$ cat src/rtl/id_ex_operand_stage_pkg.sv
// Shared CPU datapath types for the ID/EX operand stage: word and register
// index types, ALU operation encoding and the latched ID/EX bundle.
package id_ex_operand_stage_pkg;

    localparam int WORD_WIDTH = 32;
    localparam int REG_WIDTH  = 5;

    typedef logic [WORD_WIDTH-1:0] word_t;
    typedef logic [REG_WIDTH-1:0]  regbits_t;

    typedef enum logic [3:0] {
        ALU_SLL  = 4'd0,
        ALU_SRL  = 4'd1,
        ALU_ADD  = 4'd2,
        ALU_SUB  = 4'd3,
        ALU_AND  = 4'd4,
        ALU_OR   = 4'd5,
        ALU_XOR  = 4'd6,
        ALU_NOR  = 4'd7,
        ALU_SLT  = 4'd8,
        ALU_SLTU = 4'd9
    } aluop_t;

    typedef struct packed {
        logic     valid;
        regbits_t rs;
        regbits_t rt;
        word_t    rdat1;
        word_t    rdat2;
        word_t    imm;
        logic     alusrc;
        aluop_t   aluop;
        regbits_t wsel;
        logic     regwr;
        logic     memrd;
        logic     memwr;
    } id_ex_t;

    // An all-zero bundle is a bubble: no side effects and aluop = ALU_SLL.
    localparam id_ex_t ID_EX_BUBBLE = '0;

endpackage

$ cat src/rtl/id_ex_operand_stage_if.sv
// ALU operand interface: the ID/EX stage drives operands and operation,
// the ALU consumes them.
interface id_ex_operand_stage_if;
    import id_ex_operand_stage_pkg::*;

    word_t  portA;
    word_t  portB;
    aluop_t aluop;

    modport master (output portA, output portB, output aluop);
    modport slave  (input  portA, input  portB, input  aluop);
endinterface

$ cat src/rtl/id_ex_operand_stage_forward_unit.sv
// Combinational RAW-hazard bypass for one source operand; EX/MEM has
// priority over MEM/WB and register $0 is never bypassed.
module id_ex_operand_stage_forward_unit
    import id_ex_operand_stage_pkg::*;
(
    input  regbits_t idx,
    input  word_t    rdat,
    input  logic     exmem_regwr,
    input  regbits_t exmem_wsel,
    input  word_t    exmem_res,
    input  logic     memwb_regwr,
    input  regbits_t memwb_wsel,
    input  word_t    memwb_res,
    output word_t    fwd
);

    // select the youngest in-flight producer of idx
    always_comb begin
        fwd = rdat;
        if (idx == 5'd0) begin
            fwd = rdat;
        end else if (exmem_regwr && (exmem_wsel == idx)) begin
            fwd = exmem_res;
        end else if (memwb_regwr && (memwb_wsel == idx)) begin
            fwd = memwb_res;
        end else begin
            fwd = rdat;
        end
    end

endmodule

$ cat src/rtl/id_ex_operand_stage.sv
// ID/EX pipeline register with operand forwarding and load-use bubble
// insertion, feeding the ALU operand interface.
module id_ex_operand_stage
    import id_ex_operand_stage_pkg::*;
#(
    parameter int WORD_W = 32,
    parameter int REG_W  = 5
) (
    input  logic              CLK,
    input  logic              nRST,
    input  logic              en,
    input  logic              flush,
    input  logic [REG_W-1:0]  id_rs,
    input  logic [REG_W-1:0]  id_rt,
    input  logic              id_uses_rt,
    input  logic [WORD_W-1:0] id_rdat1,
    input  logic [WORD_W-1:0] id_rdat2,
    input  logic [WORD_W-1:0] id_imm,
    input  logic              id_alusrc,
    input  aluop_t            id_aluop,
    input  logic [REG_W-1:0]  id_wsel,
    input  logic              id_regwr,
    input  logic              id_memrd,
    input  logic              id_memwr,
    input  logic              exmem_regwr,
    input  logic [REG_W-1:0]  exmem_wsel,
    input  logic [WORD_W-1:0] exmem_res,
    input  logic              memwb_regwr,
    input  logic [REG_W-1:0]  memwb_wsel,
    input  logic [WORD_W-1:0] memwb_res,
    id_ex_operand_stage_if.master alu,
    output logic [WORD_W-1:0] ex_stdata,
    output logic [REG_W-1:0]  ex_wsel,
    output logic              ex_regwr,
    output logic              ex_memrd,
    output logic              ex_memwr,
    output logic              ex_valid,
    output logic              hazard_stall
);

    id_ex_t id_ex_q;
    id_ex_t id_ex_d;
    logic   hazard_s;
    word_t  fwd_rs_s;
    word_t  fwd_rt_s;

    // load-use: a load in EX whose destination is read by the instruction in ID
    always_comb begin
        hazard_s = id_ex_q.valid && id_ex_q.memrd && (id_ex_q.wsel != 5'd0) &&
                   ((id_ex_q.wsel == id_rs) ||
                    (id_uses_rt && (id_ex_q.wsel == id_rt)));
    end

    // next-state: flush beats hold, hold beats hazard bubble
    always_comb begin
        id_ex_d = id_ex_q;
        if (flush) begin
            id_ex_d = ID_EX_BUBBLE;
        end else if (!en) begin
            id_ex_d = id_ex_q;
        end else if (hazard_s) begin
            id_ex_d = ID_EX_BUBBLE;
        end else begin
            id_ex_d.valid  = 1'b1;
            id_ex_d.rs     = id_rs;
            id_ex_d.rt     = id_rt;
            id_ex_d.rdat1  = id_rdat1;
            id_ex_d.rdat2  = id_rdat2;
            id_ex_d.imm    = id_imm;
            id_ex_d.alusrc = id_alusrc;
            id_ex_d.aluop  = id_aluop;
            id_ex_d.wsel   = id_wsel;
            id_ex_d.regwr  = id_regwr;
            id_ex_d.memrd  = id_memrd;
            id_ex_d.memwr  = id_memwr;
        end
    end

    // pipeline register
    always_ff @(posedge CLK or negedge nRST) begin
        if (!nRST) begin
            id_ex_q <= ID_EX_BUBBLE;
        end else begin
            id_ex_q <= id_ex_d;
        end
    end

    id_ex_operand_stage_forward_unit u_fwd_rs (
        .idx         (id_ex_q.rs),
        .rdat        (id_ex_q.rdat1),
        .exmem_regwr (exmem_regwr),
        .exmem_wsel  (exmem_wsel),
        .exmem_res   (exmem_res),
        .memwb_regwr (memwb_regwr),
        .memwb_wsel  (memwb_wsel),
        .memwb_res   (memwb_res),
        .fwd         (fwd_rs_s)
    );

    id_ex_operand_stage_forward_unit u_fwd_rt (
        .idx         (id_ex_q.rt),
        .rdat        (id_ex_q.rdat2),
        .exmem_regwr (exmem_regwr),
        .exmem_wsel  (exmem_wsel),
        .exmem_res   (exmem_res),
        .memwb_regwr (memwb_regwr),
        .memwb_wsel  (memwb_wsel),
        .memwb_res   (memwb_res),
        .fwd         (fwd_rt_s)
    );

    // stores always see forwarded rt, even when portB carries the immediate
    assign alu.portA    = fwd_rs_s;
    assign alu.portB    = id_ex_q.alusrc ? id_ex_q.imm : fwd_rt_s;
    assign alu.aluop    = id_ex_q.aluop;
    assign ex_stdata    = fwd_rt_s;
    assign ex_wsel      = id_ex_q.wsel;
    assign ex_regwr     = id_ex_q.regwr;
    assign ex_memrd     = id_ex_q.memrd;
    assign ex_memwr     = id_ex_q.memwr;
    assign ex_valid     = id_ex_q.valid;
    assign hazard_stall = hazard_s;

endmodule

$ cat src/flat_wrapper.sv
// flat-port wrapper written by rule: the top's interface ports become plain ports
module id_ex_operand_stage_flat import id_ex_operand_stage_pkg::*;
#(
    parameter int WORD_W = 32,
    parameter int REG_W  = 5
)
  (CLK, nRST, en, flush, id_rs, id_rt, id_uses_rt, id_rdat1, id_rdat2, id_imm, id_alusrc, id_aluop, id_wsel, id_regwr, id_memrd, id_memwr, exmem_regwr, exmem_wsel, exmem_res, memwb_regwr, memwb_wsel, memwb_res, ex_stdata, ex_wsel, ex_regwr, ex_memrd, ex_memwr, ex_valid, hazard_stall, alu_portA, alu_portB, alu_aluop);
  id_ex_operand_stage_if alu_i ();
  input  logic CLK;
  input  logic nRST;
  input  logic en;
  input  logic flush;
  input  logic [REG_W-1:0] id_rs;
  input  logic [REG_W-1:0] id_rt;
  input  logic id_uses_rt;
  input  logic [WORD_W-1:0] id_rdat1;
  input  logic [WORD_W-1:0] id_rdat2;
  input  logic [WORD_W-1:0] id_imm;
  input  logic id_alusrc;
  input  aluop_t id_aluop;
  input  logic [REG_W-1:0] id_wsel;
  input  logic id_regwr;
  input  logic id_memrd;
  input  logic id_memwr;
  input  logic exmem_regwr;
  input  logic [REG_W-1:0] exmem_wsel;
  input  logic [WORD_W-1:0] exmem_res;
  input  logic memwb_regwr;
  input  logic [REG_W-1:0] memwb_wsel;
  input  logic [WORD_W-1:0] memwb_res;
  output logic [WORD_W-1:0] ex_stdata;
  output logic [REG_W-1:0] ex_wsel;
  output logic ex_regwr;
  output logic ex_memrd;
  output logic ex_memwr;
  output logic ex_valid;
  output logic hazard_stall;
  output wire logic [$bits(alu_i.portA)-1:0] alu_portA;
  output wire logic [$bits(alu_i.portB)-1:0] alu_portB;
  output wire logic [$bits(alu_i.aluop)-1:0] alu_aluop;
  assign alu_portA = alu_i.portA;
  assign alu_portB = alu_i.portB;
  assign alu_aluop = alu_i.aluop;
  id_ex_operand_stage #(.WORD_W(WORD_W), .REG_W(REG_W)) u_core (.CLK(CLK), .nRST(nRST), .en(en), .flush(flush), .id_rs(id_rs), .id_rt(id_rt), .id_uses_rt(id_uses_rt), .id_rdat1(id_rdat1), .id_rdat2(id_rdat2), .id_imm(id_imm), .id_alusrc(id_alusrc), .id_aluop(id_aluop), .id_wsel(id_wsel), .id_regwr(id_regwr), .id_memrd(id_memrd), .id_memwr(id_memwr), .exmem_regwr(exmem_regwr), .exmem_wsel(exmem_wsel), .exmem_res(exmem_res), .memwb_regwr(memwb_regwr), .memwb_wsel(memwb_wsel), .memwb_res(memwb_res), .alu(alu_i), .ex_stdata(ex_stdata), .ex_wsel(ex_wsel), .ex_regwr(ex_regwr), .ex_memrd(ex_memrd), .ex_memwr(ex_memwr), .ex_valid(ex_valid), .hazard_stall(hazard_stall));
endmodule
$ cat config.mk
export PLATFORM = sky130hd
export DESIGN_NAME = id_ex_operand_stage_flat
export DESIGN_NICKNAME = d
export VERILOG_FILES = /design/src/rtl/id_ex_operand_stage_pkg.sv /design/src/rtl/id_ex_operand_stage_if.sv /design/src/rtl/id_ex_operand_stage_forward_unit.sv /design/src/rtl/id_ex_operand_stage.sv /design/src/flat_wrapper.sv
export SDC_FILE = /design/constraint.sdc
export NUM_CORES = 1
export LEC_CHECK = 0
export CAP_MARGIN = 30
export CELL_PAD_IN_SITES_DETAIL_PLACEMENT = 0
export CELL_PAD_IN_SITES_GLOBAL_PLACEMENT = 1
export CORE_AREA = 8 8 176 178
export CTS_BUF_LIST = sky130_fd_sc_hd__clkbuf_2 sky130_fd_sc_hd__clkbuf_4 sky130_fd_sc_hd__clkbuf_8
export DETAILED_ROUTE_END_ITERATION = 10
export DIE_AREA = 0 0 184 186
export PLACE_DENSITY = 0.68
export REMOVE_ABC_BUFFERS = 1
export SYNTH_ARGS = -nofsm -noshare
export SYNTH_HDL_FRONTEND = slang
export SYNTH_SLANG_ARGS = --single-unit
$ cat constraint.sdc
create_clock -name CLK -period 3.55 [get_ports CLK]
set_input_delay 0.355 -clock CLK [delete_from_list [all_inputs] [get_ports CLK]]
set_output_delay 0.355 -clock CLK [all_outputs]
set_load 0.01 [all_outputs]
After elaboration in Yosys (flattened, before gate mapping)
Index checks and enable logic that the tools add are counted. Widths: inputs -> output; s select.

Logic and storage cells: 41. Bits of input ports: 200. Flip-flop bits (word level): 120. Output and inout port bits: 110.

Muxes and demuxes: 10. Reductions and logical operators: 13. Equal/unequal tests: 6.

Operators by type and width (count): $mux 120 (3); $mux 32 (7); $eq 5x5->1 (6); $logic_not 5->1 (2); $logic_and 1x1->1 (8); $reduce_bool 5->1 (1); $reduce_bool 2->1 (1); $logic_or 1x1->1 (1).

Longest topological paths before layout
Depth after elaboration: 7. Mapped depth: 7. Depth with buffers taken out: 5.

Modules after synthesis
Synthesis repeated with hierarchy kept, for this count alone.

Cell total of the unflattened synthesis: 848. Area, all modules: 8841.0 sq um.

By module, submodules not included: id_ex_operand_stage (area each 6996.7 sq um, seq. area each 3002.9 sq um, cells an instance 652, instances 1); id_ex_operand_stage_forward_unit (area each 922.1 sq um, seq. area each 0.0 sq um, cells an instance 98, instances 2).

Worst setup path after synthesis
No wires, ideal clock.

Path type: register to output. Start point: reg u_core.id_ex_q[111] (netlist name). End point: out alu_portB[10]. Setup slack: 1.299 ns. Arrival time: 1.896 ns. Buffers on the path: 1. Data required time: 3.195 ns. Stages on the path, launching flop included: 7. Path through: dfrtp_1 > xnor2_1 > nand4_1 > nor2_1 > buf_2 > mux2_1 > a221o_1.

Longest elaborated chain between the ends: 6. Elaborated cells on any way between the ends: 9. Those cells by class: 2 x eq/ne; 4 x mux; 3 x reduce/logical.

RTL lines: start, declared (line id_ex_operand_stage.sv:41) `id_ex_t id_ex_q;`; start signal, assigned (line id_ex_operand_stage.sv:84) `id_ex_q <= id_ex_d;`; $eq 5x5->1 (line id_ex_operand_stage_forward_unit.sv:24) `end else if (memwb_regwr && (memwb_wsel == idx)) begin`; $logic_and 1x1->1 (line id_ex_operand_stage_forward_unit.sv:24); $mux 32 (line id_ex_operand_stage_forward_unit.sv:24); $mux 32 (line id_ex_operand_stage_forward_unit.sv:22) `end else if (exmem_regwr && (exmem_wsel == idx)) begin`; $mux 32 * (line id_ex_operand_stage_forward_unit.sv:20) `if (idx == 5'd0) begin`; $mux 32 * (line id_ex_operand_stage.sv:114) `assign alu.portB = id_ex_q.alusrc ? id_ex_q.imm : fwd_rt_s;`; end, declared (line flat_wrapper.sv:39) `output wire logic [$bits(alu_i.portB)-1:0] alu_portB;`.

Mark *: on every way between the ends. The rest lies on a longest branch, timed or not.

Final worst setup path
Start point: reg u_core.id_ex_q[113] (netlist name). End point: out alu_portB[31].

The elaborated chain is that of the path after synthesis.

==> reports/metrics.csv <==
stage,metric,value,unit
run_status,status,"finished, final reports clean",
die,Die Y,186,um
global_route,vias in the first global route,7654,
finish,layout cells sized above 1,7.32,%
synthesis,top post-synthesis cells by area,"dfrtp_1 41%, a22o_1 18%, mux2_1 5.0%, a221o_1 4.4%, o221ai_1 3.9%",
min_path,Min-Delay Path Class,input port to async pin,
global_route,first-pass GRT wire length,48.4,mm
clocking,Worst-path clk slew,100,ps
route,Total Routed Length,32.3,mm
die,Ports,310,
clocking,CTS root buffer,clkbuf_8,
die,Initial Util,25.7,%
setup_path,arrival time worst endpoint,2960,ps
sta,Pins Over Slew Limit,0,
sta,clock skew,20.4,ps
sta,Worst-Margin Slew,796,ps
synthesis,Post-Syn Area,7240,um^2
synthesis,Post-Syn Instances,742,
placed_design,gpl congestion,0.805,
sta,setup ws final,235,ps
clocking,CTS Buf Count,17,
finish,fillers,2879,
route,vias per inst,5.14,
pwr,P_leak,4.68,nW
route,via count,7241,
synthesis,number of flops mapped to enable cells by yosys,0,
setup_path,WP buf/inv,3,
sta,period utilization,93.4,%
flow_run,Max-Cap Viols,0,
sta,final setup fails,0,
die,number of core rows,62,
sta,Slew HR,46.9,%
sta,achievable frequency,302,MHz
synthesis,"Seq/Total Area, Yosys",41.5,%
setup_path,CP max stage cell,clkdlybuf4s50_1,
pwr,maximum vdd drop,0.284,mV
synthesis,Async SR Flop Fraction,100,%
sta,Setup TNS,0,ps
clocking,CTS tree,done,
route,DRC,0,
finish,Area Growth Syn to Fin,53.5,%
die,horizontal die dimension,184,um
synthesis,Synth top area share,41.5,%
synthesis,"Top FF cell, synth",dfrtp_1,
synthesis,yosys warns,0,
synthesis,Synth area leader,dfrtp_1,
pwr,PwrDens,347,nW/um^2
route,Pre-Repair DR Iteration Count,5,
setup_path,crit end category,output port,
global_route,largest net degree at the start of global routing,114,
setup_path,worst r2r path cells,5,
placed_design,number of buffers added on ports,309,
route,initial DRC count,428,
finish,final-stage net count,1211,
synthesis,Synth cell types,31,
global_route,Total GRT Usage,18.5,%
clocking,H-tree depth,4,
setup_path,worst-path fanout max,18,
synthesis,Syn Area/Cell,9.76,um^2
setup_path,Required @ worst endpoint,3190,ps
sta,worst hold margin,407,ps
global_route,initial antenna violation count,2,
sta,Final Hold Viols,0,
setup_path,crit-path leading delay family,buffers and inverters,
setup_path,CP Class,flop to output port,
sta,min cycle time layout,3320,ps
die,Core Footprint,28200,um^2
setup_path,Startpoint Class,flop,
clocking,CTS sink count,120,
clocking,clock tree buffer depth,2,
pwr,total power,3.86,mW
placed_design,post-place setup slack,181,ps
placed_design,post-DP HPWL,22.7,mm
setup_path,Levels on crit path,8,
setup_path,CP max stage delay,520,ps
clocking,CTS resizes,0,
setup_path,crit-path cells,"xnor2_1, nand4_1, buf_4, nor2_4, buf_12, mux2_1, a221o_1, clkdlybuf4s50_1",
global_route,global route overflow,0,
route,Post-DRT Antenna Nets,0,
route,WL per Instance,22.9,um
clocking,Worst-Skew Late Latency,440,ps
die,die area,34200,um^2
synthesis,#FFs+latches synth,120,
[where the power goes]
group / leakage (nW) / internal (mW) / switching, mW
logic: 2.90 / 0.546 / 0.496
registers: 1.59 / 1.44 / 0.0639
clock network: 0.189 / 0.658 / 0.653
total: 4.68 / 2.65 / 1.21
[area by class of cell]
type | instances | area (um^2) | share of cell area [%]
tap | 384 | 480 | 4.32
inverter | 64 | 240 | 2.16
sequential | 120 | 3000 | 27.0
timing repair buffer | 338 | 3360 | 30.2
clock inverter | 13 | 146 | 1.32
clock buffer | 19 | 255 | 2.30
antenna | 1 | 2.50 | 0.0225
multi-input combinational | 470 | 3630 | 32.7
[layer usage]
layer	vias up	part of all wire (%)	GRT usage, %
li1	3328	-	-
met1	3544	42	23.0
met2	335	47	30.1
met3	32	9.2	6.36
met4	2	1.5	4.71
met5	-	0.025	0
[layout by cell type (no fill, tap or decap), types with 2 or more instances in the layout]
cell             instances
a221o_1                 32
bufinv_16                2
nor2_4                   2
clkinvlp_4               5
inv_1                   64
clkdlybuf4s50_1        308
clkinv_4                 2
dfrtp_1                119
a21oi_4                  2
buf_4                   25
nand2b_1                33
nor3_1                  34
buf_12                   4
nand4_1                 35
o221ai_1                32
inv_6                    3
xnor2_1                 26
nand2_1                 36
a21oi_1                 32
a22o_1                 151
nand2_2                  4
xor2_1                   4
nor2_1                   3
mux2_1                  32
clkbuf_8                18
[final timing paths]
path	slack [ps]	startpoint	end
min in group CLK	510	id_aluop[0]	u_core.alu.aluop[0]
setup / recovery	230	u_core.id_ex_q[113]	alu_portB[31]
hold / removal	410	nRST	u_core.id_ex_q[36]
setup reg to reg	1100	u_core.ex_wsel[4]	u_core.id_ex_q[86]
hold reg to reg	510	u_core.ex_regwr	u_core.ex_regwr
max in group asynchronous	2250	nRST	u_core.ex_valid
[Yosys cell counts, types with 26 or more instances]
cell / n
dfrtp_1: 120
o221ai_1: 32
nand4_1: 35
a22o_1: 151
mux2_1: 32
xnor2_1: 26
clkbuf_1: 53
nor3_1: 34
a21oi_1: 33
nand2_1: 40
inv_1: 64
a221o_1: 32
nand2b_1: 33
[state kept, by name, indices dropped and copies added, names as in the netlist]
register and cells:
u_core.ex_regwr 1, u_core.ex_memwr 1, u_core.ex_wsel 5, u_core.alu.aluop 4, u_core.ex_memrd 1, u_core.ex_valid 1
u_core.id_ex_q 107
[stage by stage]
stage	utilization (%)	instances	area [um^2]
2_1_floorplan	-	654	6820
3_3_place_gp	37.9	1374	10700
3_5_place_dp	37.9	1374	10700
4_1_cts	39.3	1407	11100
5_1_grt	39.4	1409	11100
6_report	39.4	1409	11100
[logic make-up after synthesis]
logic type	after synthesis	synth area share, %
DFF	120	41.5
AOI/OAI and AO/OA	254	29.6
and+or+nand+nor	154	11.2
buffers and inverters	152	9.16
xor gates and xnor gates	30	3.63
muxes	32	4.98
[timing repair]
item	CTS	global route
endpoints found under the setup margin	0	9
endpoints found under the hold margin	30	0
setup buffers	0	1
hold buffers	1	0
Power figures use the tool's default switching activity.
